File: src/rtl/score_pkg.sv
// rtl/score_pkg.sv - shared types and constants for the score counter
// Contents: FSM state encoding, digit count, BCD maximum and the milestone test.
package score_pkg;

   typedef enum logic [1:0] {
      ST_IDLE = 2'd0,
      ST_RUN  = 2'd1,
      ST_OVER = 2'd2
   } state_t;

   localparam int          SCORE_DIGITS = 4;
   localparam logic [15:0] BCD_MAX      = 16'h9999;

   // True when the lowest 'digits' BCD digits are all zero and the value is nonzero.
   function automatic logic milestone_hit(input logic [15:0] value, input int digits);
      logic [15:0] mask;
      mask = 16'((32'd1 << (4 * digits)) - 32'd1);
      return ((value & mask) == 16'd0) && (value != 16'd0);
   endfunction

endpackage

File: src/rtl/bcd_digit_inc.sv
// rtl/bcd_digit_inc.sv - one BCD digit incrementer stage
// Ports: digit (current digit), carry_in (increment request),
//        digit_next (incremented digit), carry_out (9 -> 0 rollover).
module bcd_digit_inc
   import score_pkg::*;
(
   input  logic [3:0] digit,
   input  logic       carry_in,
   output logic [3:0] digit_next,
   output logic       carry_out
);

   logic at_nine;

   assign at_nine    = (digit == 4'd9);
   assign carry_out  = carry_in & at_nine;
   assign digit_next = !carry_in ? digit : (at_nine ? 4'd0 : digit + 4'd1);

endmodule

File: src/rtl/score_counter.sv
// rtl/score_counter.sv - game score counter with BCD score, milestones and high score
// Ports: clk (only clock), rst (sync active-high), score_tick (slow toggle, rising edge = 1 point),
//        gameon (play active), crash (collision level), score_bcd / hi_bcd (4-digit BCD),
//        running (state RUN), milestone (1-cycle pulse), new_high (last run beat high score).
// Build option: define SCORE_HISCORE_EN to build the high-score register and comparator.
module score_counter
   import score_pkg::*;
#(
   parameter int MILESTONE_DIGIT = 2
) (
   input  logic        clk,
   input  logic        rst,
   input  logic        score_tick,
   input  logic        gameon,
   input  logic        crash,
   output logic [15:0] score_bcd,
   output logic [15:0] hi_bcd,
   output logic        running,
   output logic        milestone,
   output logic        new_high
);

   state_t state;

   logic sync1;
   logic sync2;
   logic prev;
   logic tick_q;
   logic run_exit;

   logic [SCORE_DIGITS:0] carry;
   logic [15:0]           score_inc;

   // Synchronizer, edge register, and a registered tick event so the score
   // moves on the third clock after score_tick is first sampled high.
   always_ff @(posedge clk) begin
      if (rst) begin
         sync1  <= 1'b0;
         sync2  <= 1'b0;
         prev   <= 1'b0;
         tick_q <= 1'b0;
      end else begin
         sync1  <= score_tick;
         sync2  <= sync1;
         prev   <= sync2;
         tick_q <= sync2 & ~prev;
      end
   end

   // Ripple BCD incrementer; the final carry is set only when every digit is 9.
   assign carry[0] = 1'b1;

   for (genvar i = 0; i < SCORE_DIGITS; i++) begin : g_digit
      bcd_digit_inc u_digit (
         .digit      (score_bcd[4*i +: 4]),
         .carry_in   (carry[i]),
         .digit_next (score_inc[4*i +: 4]),
         .carry_out  (carry[i+1])
      );
   end

   assign run_exit = crash | ~gameon;

   always_ff @(posedge clk) begin
      if (rst) begin
         state     <= ST_IDLE;
         score_bcd <= 16'h0000;
         running   <= 1'b0;
         milestone <= 1'b0;
      end else begin
         milestone <= 1'b0;
         unique case (state)
            ST_IDLE: begin
               if (gameon) begin
                  state     <= ST_RUN;
                  running   <= 1'b1;
                  score_bcd <= 16'h0000;
               end
            end
            ST_RUN: begin
               // Exit has priority over a coincident tick.
               if (run_exit) begin
                  state   <= ST_OVER;
                  running <= 1'b0;
               end else if (tick_q && !carry[SCORE_DIGITS]) begin
                  score_bcd <= score_inc;
                  milestone <= milestone_hit(score_inc, MILESTONE_DIGIT);
               end
            end
            ST_OVER: begin
               if (!gameon) begin
                  state <= ST_IDLE;
               end
            end
            default: begin
               state   <= ST_IDLE;
               running <= 1'b0;
            end
         endcase
      end
   end

`ifdef SCORE_HISCORE_EN
   // Packed BCD orders the same as binary, so a plain unsigned compare works.
   always_ff @(posedge clk) begin
      if (rst) begin
         hi_bcd   <= 16'h0000;
         new_high <= 1'b0;
      end else if (state == ST_RUN && run_exit) begin
         new_high <= (score_bcd > hi_bcd);
         if (score_bcd > hi_bcd) begin
            hi_bcd <= score_bcd;
         end
      end else if (state == ST_OVER && !gameon) begin
         new_high <= 1'b0;
      end
   end
`else
   assign hi_bcd   = 16'h0000;
   assign new_high = 1'b0;
`endif

endmodule

File: config.mk
export PLATFORM = sky130hd
export DESIGN_NAME = score_counter
export DESIGN_NICKNAME = d
export VERILOG_FILES = /design/src/rtl/score_pkg.sv /design/src/rtl/bcd_digit_inc.sv /design/src/rtl/score_counter.sv
export SDC_FILE = /design/constraint.sdc
export NUM_CORES = 1
export LEC_CHECK = 0
export BUFFER_PORTS_ARGS = -buffer_cell sky130_fd_sc_hd__buf_2
export CAP_MARGIN = 20
export CORE_MARGIN = 5
export CORE_UTILIZATION = 48
export DETAILED_ROUTE_END_ITERATION = 10
export PLACE_DENSITY = 0.81
export REMOVE_ABC_BUFFERS = 1
export SLEW_MARGIN = 25
export SYNTH_ARGS = -nofsm -noshare
export SYNTH_HDL_FRONTEND = slang
export SYNTH_SLANG_ARGS = --single-unit
File: constraint.sdc
create_clock -name clk -period 1.85 [get_ports clk]
set_clock_uncertainty 0.05 [all_clocks]
set_input_delay 0.37 -clock clk [delete_from_list [all_inputs] [get_ports clk]]
set_output_delay 0.37 -clock clk [all_outputs]
set_load 0.05 [all_outputs]
==> results of run 1 <==
-- final cells by class --
type | count | area (µm²)
clock buffer | 3 | 22.5
tap | 46 | 57.6
inverter | 6 | 22.5
fill | 271 | 1220
clock inverter | 1 | 30.0
multi-input combinational | 152 | 1030
timing repair buffer | 62 | 418
sequential | 24 | 488
-- final timing paths --
kind,startpoint,cells past startpoint,slack (ns),endpoint
min,score_tick,2,0.20,sync1
max reg2reg,score_bcd[9],10,-0.04,score_bcd[14]
max,score_bcd[9],10,-0.04,score_bcd[14]
min reg2reg,prev,1,0.35,tick_q
-- critical path, delay by kind of cell, from the launching register on --
family,cells,cell delay (ns)
adder cells (fa/ha/maj),1,0.16
flip-flops,1,0.36
buffers and inverters,4,0.48
AND/OR/NAND/NOR,2,0.23
AO/OA/AOI/OAI,3,0.49
-- timing repair --
action | in CTS | in global routing
pin swaps | 4 | 6
gates resized for setup | 13 | 13
setup buffers | 7 | 1
gates cloned | 0 | 0
setup endpoints to repair | 9 | 16
-- sequential cells by signal, summed over array words and instances, names as in the netlist --
register   cells
score_bcd     16
state          2
prev           1
sync2          1
milestone      1
sync1          1
tick_q         1
running        1
-- layout by cell type (no fill, tap or decap), types with 2 or more instances in the layout --
master    instances
nand3b_1          7
conb_1           17
buf_6             2
nor3_1            3
nand2b_1          4
nor3b_1           2
nand4_1           4
or3_1             4
a311oi_1          4
dfxtp_2           6
inv_1             4
ha_4              2
a31oi_1           4
a21oi_2           3
o21ai_0           9
o41ai_2           3
nor4_1            2
a21o_1            2
buf_2            22
nor2_1           13
ha_1              2
buf_4            38
a22oi_1           2
nand2_1          16
nor2b_1           5
a21oi_1          12
a211oi_1          3
inv_2             2
o21ai_1           2
clkbuf_4          3
dfxtp_1          18
o31ai_1           3
-- kinds of logic (layout without fill, tap and decap cells) --
logic type	count (synthesis)	count (layout)
AND/OR/NAND/NOR	72	72
AO/OA/AOI/OAI	56	56
buffers and inverters	36	72
flip-flops	24	24
adder cells (fa/ha/maj)	4	4
XOR/XNOR	2	2
other	1	17
multiplexers	1	1
-- metrics by stage --
stage               hold slack (ns)  utilization (%)  TNS, ns
global placement              0.322             56.8        0
global route                  0.233             62.9   -0.387
detailed placement            0.343             56.8  -0.0395
floorplan                     0.317                -    -6.26
finish                        0.203             62.9  -0.0705
CTS                           0.210             61.1   -0.136
-- power by group --
group | leakage [nW] | switching, W | internal [W]
sequential | 0.198 | 0.00000605 | 0.000525
combinational | 0.694 | 0.000139 | 0.0000472
clock | 0.0279 | 0.000176 | 0.000219
total | 0.919 | 0.000321 | 0.000791
-- metal layers --
metal / track usage (%) / vias up / routed length (µm)
met3: 3.66 / 10 / 310
met2: 32.4 / 82 / 2030
met5: 0 / - / 0
met4: 5.32 / 0 / 68
li1: - / 788 / -
met1: 23.2 / 760 / 1780
-- cell usage after synthesis, drive strengths merged (2+ instances only) --
| cell type | count | area share, % |
|---|---|---|
| buf | 24 | 11 |
| dfxtp | 24 | 30 |
| nand2 | 17 | 4.0 |
| a21oi | 15 | 4.7 |
| nor2 | 13 | 3.1 |
| o21ai | 11 | 3.4 |
| nand3b | 7 | 3.3 |
| clkbuf | 6 | 1.4 |
| inv | 6 | 1.4 |
| nor2b | 5 | 2.0 |
| a211oi | 4 | 2.2 |
| a311oi | 4 | 2.2 |
| a31oi | 4 | 1.6 |
| ha | 4 | 3.1 |
| nand2b | 4 | 1.6 |
| nand4 | 4 | 1.6 |
| nor3 | 4 | 1.3 |
| or3 | 4 | 1.6 |
| nor4 | 3 | 2.1 |
| o31ai | 3 | 1.4 |
| o41ai | 3 | 1.6 |
| a21o | 2 | 0.94 |
| a22oi | 2 | 0.94 |
| nor3b | 2 | 0.94 |
==> impl_metrics.csv, run 1 <==
group,metric,value,unit
synth,synth-edff-count,0,
global_routing,grt_max_degree,28,
detailed_routing,via_per_inst,5.58,
clock_network,cts.path.max_buffers,2,
synth,ys_seq_elements,24,
placement,place_inst,282,
timing,max_slew_margin,65.0,%
synth,ys_seq_area_share,30.0,%
synth,synth.area.mux_share,0.626,%
synth,synth-simple-area-share,27.0,%
detailed_routing,vias,1640,
worst_setup_path,cp_slowest_cell,"dfxtp_2",
timing,setup_ws,-0.0376,ns
synth,synth_xor_area_share,1.10,%
detailed_routing,drt-initial-drc-count,195,
global_routing,grt_pass1_wl,6690,µm
synth,netlist_area,1600,µm²
min_path,worstHoldPathType,"in2reg",
timing,worstMarginPinSlew,0.525,ns
global_routing,grt_pass1_vias,1502,
floorplanning,die_area,4590,µm²
detailed_routing,wl_per_cell,14.2,µm
worst_setup_path,cp_max_fo,6,
synth,synthCells,196,
cells_and_area,drive_gt1_share,36.7,%
worst_setup_path,endpoint_kind,"flop",
global_routing,antenna_found_initial,0,
synth,synth_adder_area_share,3.13,%
detailed_routing,firstDrtPassIters,6,
cells_and_area,syn2layout_area_growth,29.2,%
synth,ys_types,50,
power_and_ir_drop,vdd_drop_max,0.000461,V
detailed_routing,drc,0,
placement,io_buffer_count,22,
global_routing,overflow,0,
cells_and_area,final_nets,258,
clock_network,clk_root_buffer_cell,"clkbuf_4",
worst_setup_path,required,2.00,ns
clock_network,cts_tree,"yes",
floorplanning,core-area,3280,µm²
timing,setup_viol,5,
floorplanning,num_rows,21,
power_and_ir_drop,powerDensity,538,nW/µm²
cells_and_area,fin_cells,294,
worst_setup_path,critPathMaxStageDelay,0.36,ns
timing,fin_crit_sh,102,%
synth,ys.flop_type,"dfxtp_1",
clock_network,clkTransAtPathRegs,0.15,ns
timing,fmax,530,MHz
worst_setup_path,start_kind,"flop",
placement,pre_cts_ws,-0.0206,ns
timing,hold_violations,0,
cells_and_area,antenna_cells,0,
worst_setup_path,crit_path_frequent_cell,"buf_4",
detailed_routing,ant_nets,0,
worst_setup_path,path_cells,"inv_2 -> ha_4 -> nand3b_1 -> nor4_4 -> buf_4 -> o31a_4 -> buf_4 -> buf_4 -> o21ai_1 -> a21oi_1",
floorplanning,die_x,67.7,µm
synth,synth_compound_area_share,23.8,%
synth,avgSynthCellArea,8.16,µm²
clock_network,cts_buffers,3,
placement,place_congestion,0.898,
worst_setup_path,worstPathArrival,2.04,ns
detailed_routing,routed_wl,4190,µm
power_and_ir_drop,power,0.00111,W
placement,placed_cell_area,1860,µm²
timing,maxSlewViolCount,0,
flow_run,maxCapViolations,0,
synth,async_reset_ff_share,0,%
floorplanning,io-pin-count,40,
clock_network,htree_levels,1,
floorplanning,initial_core_util,48.7,%
clock_network,cts_hold_buf,0,
synth,ys_warn_count,0,
global_routing,grtUsageTotal,18.7,%
clock_network,cts_sinks,24,
placement,dp_hpwl,2970,µm
clock_network,clock_latency,0.32,ns
run_status,status,"complete, but fails checks",
synth,synth_top_family_by_area,"simple AND/OR/NAND/NOR gates",
power_and_ir_drop,leakagePower,0.919,nW
run_status,violations,"negative setup slack",
timing,rsz0062_at_grt,"true",
worst_setup_path,path_class,"reg2reg",
cells_and_area,stdcell_area,2070,µm²
timing,min_period,1.89,ns
floorplanning,die_h,67.7,µm
Power figures use the tool's default switching activity.
==> inputs of run 2 (changes only) <==
ABC_AREA = 1   (was default)
CORE_UTILIZATION = 49   (was 48)
==> run 2 against run 1 <==
  * The run now ends clean
  * Routed wire length fell by 13%
  * Utilization fell by 6.1 points
  * Clock power fell by 41%
  * Global-route usage fell by 3.8 points
  * Critical path type unchanged
  * Critical endpoint is now milestone
  * Largest power group is now combinational cells
  * Highest routed layer unchanged
==> impl_metrics.csv, run 2 <==
group,metric,value,unit
worst_setup_path,critPathTopFamily,"simple AND/OR/NAND/NOR gates",
cells_and_area,regMostFlops,"score_bcd",
global_routing,grtUsageTotal,14.9,%
floorplanning,die_area,4880,µm²
power_and_ir_drop,power.share.clock,15.1,%
synth,ys_seq_area_share,27.4,%
cells_and_area,mostFrequentLayoutCells,"nand2_1, nor2_1, nand3_1",
power_and_ir_drop,powerDensity,793,nW/µm²
floorplanning,num_rows,21,
synth,ys_types,28,
placement,placed_cell_area,1890,µm²
placement,place_inst,347,
synth,yosys.area.top_type,"dfxtp_1",
synth,yosys-top-cells-area,"dfxtp_1, nand2_1, nand3_1",
worst_setup_path,r2r-start,"score_bcd[1]",
placement,place_congestion,0.841,
detailed_routing,wl_per_cell,10.4,µm
synth,yosysMostFrequentCell,"nand2_1",
cells_and_area,largest_reg_flops,16,
detailed_routing,vias,1748,
worst_setup_path,endpoint_kind,"flop",
worst_setup_path,cp_max_fo,8,
timing,rsz0062_at_grt,"false",
flow_run,maxCapViolations,0,
global_routing,overflow,0,
detailed_routing,firstDrtPassIters,4,
floorplanning,initial_core_util,51.4,%
worst_setup_path,critPathMaxStageDelay,0.34,ns
cells_and_area,antenna_cells,0,
clock_network,htree_levels,1,
min_path,worstHoldPathType,"in2reg",
timing,fin_crit_sh,89.9,%
cells_and_area,final_nets,316,
worst_setup_path,path_cells,"inv_1 -> ha_2 -> nand2_1 -> nor2_4 -> nand2_4 -> nand2_1 -> o21ai_1 -> nor2_1 -> nand2_1 -> nor2_1 -> nor2_1",
timing,min_period,1.66,ns
worst_setup_path,path_class,"reg2reg",
floorplanning,io-pin-count,40,
placement,pre_cts_ws,0.149,ns
detailed_routing,ant_nets,0,
power_and_ir_drop,p_switching,0.000701,W
detailed_routing,drt-initial-drc-count,129,
timing,maxSlewViolCount,0,
detailed_routing,routed_wl,3640,µm
synth,synth_top_area_share,27.4,%
cells_and_area,final-seq-area,482,µm²
synth,netlist_area,1760,µm²
clock_network,cts_tree,"yes",
worst_setup_path,worst_r2r_path_depth,11,
clock_network,clock_latency,0.32,ns
synth,ys_seq_elements,24,
power_and_ir_drop,internal_power,0.000839,W
cells_and_area,multi_input_area,1070,µm²
worst_setup_path,cp.depth,11,
global_routing,grt_pass1_wl,6220,µm
clock_network,cts_sinks,24,
synth,async_reset_ff_share,0,%
floorplanning,die_x,69.9,µm
timing,setup_viol,0,
clock_network,clk_root_buffer_cell,"clkbuf_4",
cells_and_area,fin_cells,351,
clock_network,cts_buffers,3,
worst_setup_path,start_kind,"flop",
placement,io_buffer_count,22,
detailed_routing,drc,0,
clock_network,clkTransAtPathRegs,0.14,ns
timing,fmax,601,MHz
power_and_ir_drop,pwr-share-seq,40.3,%
global_routing,grt_pass1_vias,1501,
cells_and_area,largestRegisters,"score_bcd: 16 flops, state: 2 flops",
floorplanning,core-area,3420,µm²
synth,avgSynthCellArea,6.30,µm²
synth,synthCells,279,
power_and_ir_drop,switching_share,45.5,%
timing,hold_violations,0,
global_routing,grt_max_degree,32,
global_routing,antenna_found_initial,0,
timing,setup_ws,0.186,ns
min_path,holdPathStages,3,
run_status,status,"completed",
cells_and_area,stdcell_area,1940,µm²
synth,ys.flop_type,"dfxtp_1",
floorplanning,die_h,69.9,µm
worst_setup_path,required,2.03,ns
worst_setup_path,cp_slowest_cell,"dfxtp_2",
worst_setup_path,crit_buf_inv,1,
cells_and_area,layout_commonest_cell,"nand2_1",
min_path,min_from,"score_tick",
power_and_ir_drop,p_comb_share,44.6,%
cells_and_area,drive_gt1_share,18.0,%
synth,ys_warn_count,0,
worst_setup_path,regToRegSetupSlack,0.19,ns
worst_setup_path,timing.rr.end,"milestone",
synth,synth-edff-count,0,
cells_and_area,fill_cells,354,
power_and_ir_drop,vdd_drop_max,0.000609,V
worst_setup_path,worstPathArrival,1.85,ns
placement,dp_hpwl,2730,µm
synth,yosys-top-cells-count,"nand2_1, nor2_1, nand3_1",
detailed_routing,via_per_inst,4.98,
power_and_ir_drop,leakagePower,1.03,nW
min_path,min_to,"sync1",
clock_network,cts.path.max_buffers,2,
cells_and_area,syn2layout_area_growth,10.5,%
run 2: cell count changes after synthesis, sizes merged, moves of 4 or more:
cell | previous run | this run
nand2b | 4 | 0
nand2 | 17 | 76
nand3b | 7 | 1
nand3 | 1 | 40
a211oi | 4 | 0
nor2 | 13 | 44
or3 | 4 | 0
o21ai | 11 | 5
a21oi | 15 | 19
inv | 6 | 27
a311oi | 4 | 0
nor2b | 5 | 0
run 2: layer usage:
metal	vias to the layer above	share of wire, %	track usage (%)	wire (µm)
met5	-	0	0	0
met4	0	0.52	2.55	19
met3	2	7.3	3.59	264
met2	49	48	26.3	1750
met1	790	44	18.5	1610
li1	907	-	-	-
run 2: timing repair:
| action | in CTS | in global routing |
|---|---|---|
| hold buffers | 0 | 0 |
| resized for setup | 0 | 6 |
| setup buffers | 0 | 1 |
| endpoints found under the setup margin | 0 | 14 |
run 2: through the flow:
step / utilization [%] / total power (W) / hold slack, ns / setup TNS, ns
3_3_place_gp: 55.3 / 0.00130 / 0.329 / 0
6_report: 56.8 / 0.00154 / 0.207 / 0
2_1_floorplan: - / 0.00115 / 0.323 / -5.01
3_5_place_dp: 55.3 / 0.00131 / 0.339 / 0
4_1_cts: 56.0 / 0.00155 / 0.194 / 0
5_1_grt: 56.8 / 0.00165 / 0.198 / 0
run 2: cell families (layout without fill, tap and decap cells):
group / Yosys count / in the layout / share of synthesized area, %
other: 1 / 17 / 0.213
adders and majority gates: 4 / 4 / 2.85
xor gates and xnor gates: 2 / 2 / 0.997
buffers and inverters: 54 / 64 / 16.5
AOI/OAI and AO/OA: 26 / 26 / 7.62
and+or+nand+nor: 168 / 168 / 44.5
DFF: 24 / 24 / 27.4
run 2: how the worst max path moves through the flow:
| stage | startpoint | to | slack, ns |
|---|---|---|---|
| 3_3_place_gp | score_bcd[1] | score_bcd[11] | 0.18 |
| 3_5_place_dp | score_bcd[1] | score_bcd[11] | 0.15 |
| 4_1_cts | score_bcd[1] | score_bcd[11] | 0.12 |
| 2_1_floorplan | state[0] | score_bcd[11] | -0.38 |
| 6_report | score_bcd[1] | milestone | 0.19 |
| 5_1_grt | score_bcd[4] | score_bcd[13] | 0.002 |
run 2: cell type report:
cell class                      instances  share of cell area [%]
Clock buffer                            3                    1.16
Multi-Input combinational cell        217                    55.1
Tap cell                               46                    2.97
Timing Repair Buffer                   33                    10.6
Inverter                               28                    5.42
Sequential cell                        24                    24.8
run 2: power groups by stage:
| stage | Clock (W) | Sequential, W | Combinational [W] |
|---|---|---|---|
| after floorplan | 0 | 0.000786 | 0.000366 |
| after global placement | 0 | 0.000629 | 0.000673 |
| after detailed placement | 0 | 0.000631 | 0.000680 |
| after CTS | 0.000246 | 0.000620 | 0.000682 |
| after global routing | 0.000266 | 0.000631 | 0.000753 |
| final | 0.000232 | 0.000620 | 0.000687 |
run 2: worst min-delay path, delay by kind of cell:
kind | cells | cell delay, ns
buffers and inverters | 2 | 0.13
and+or+nand+nor | 1 | 0.03
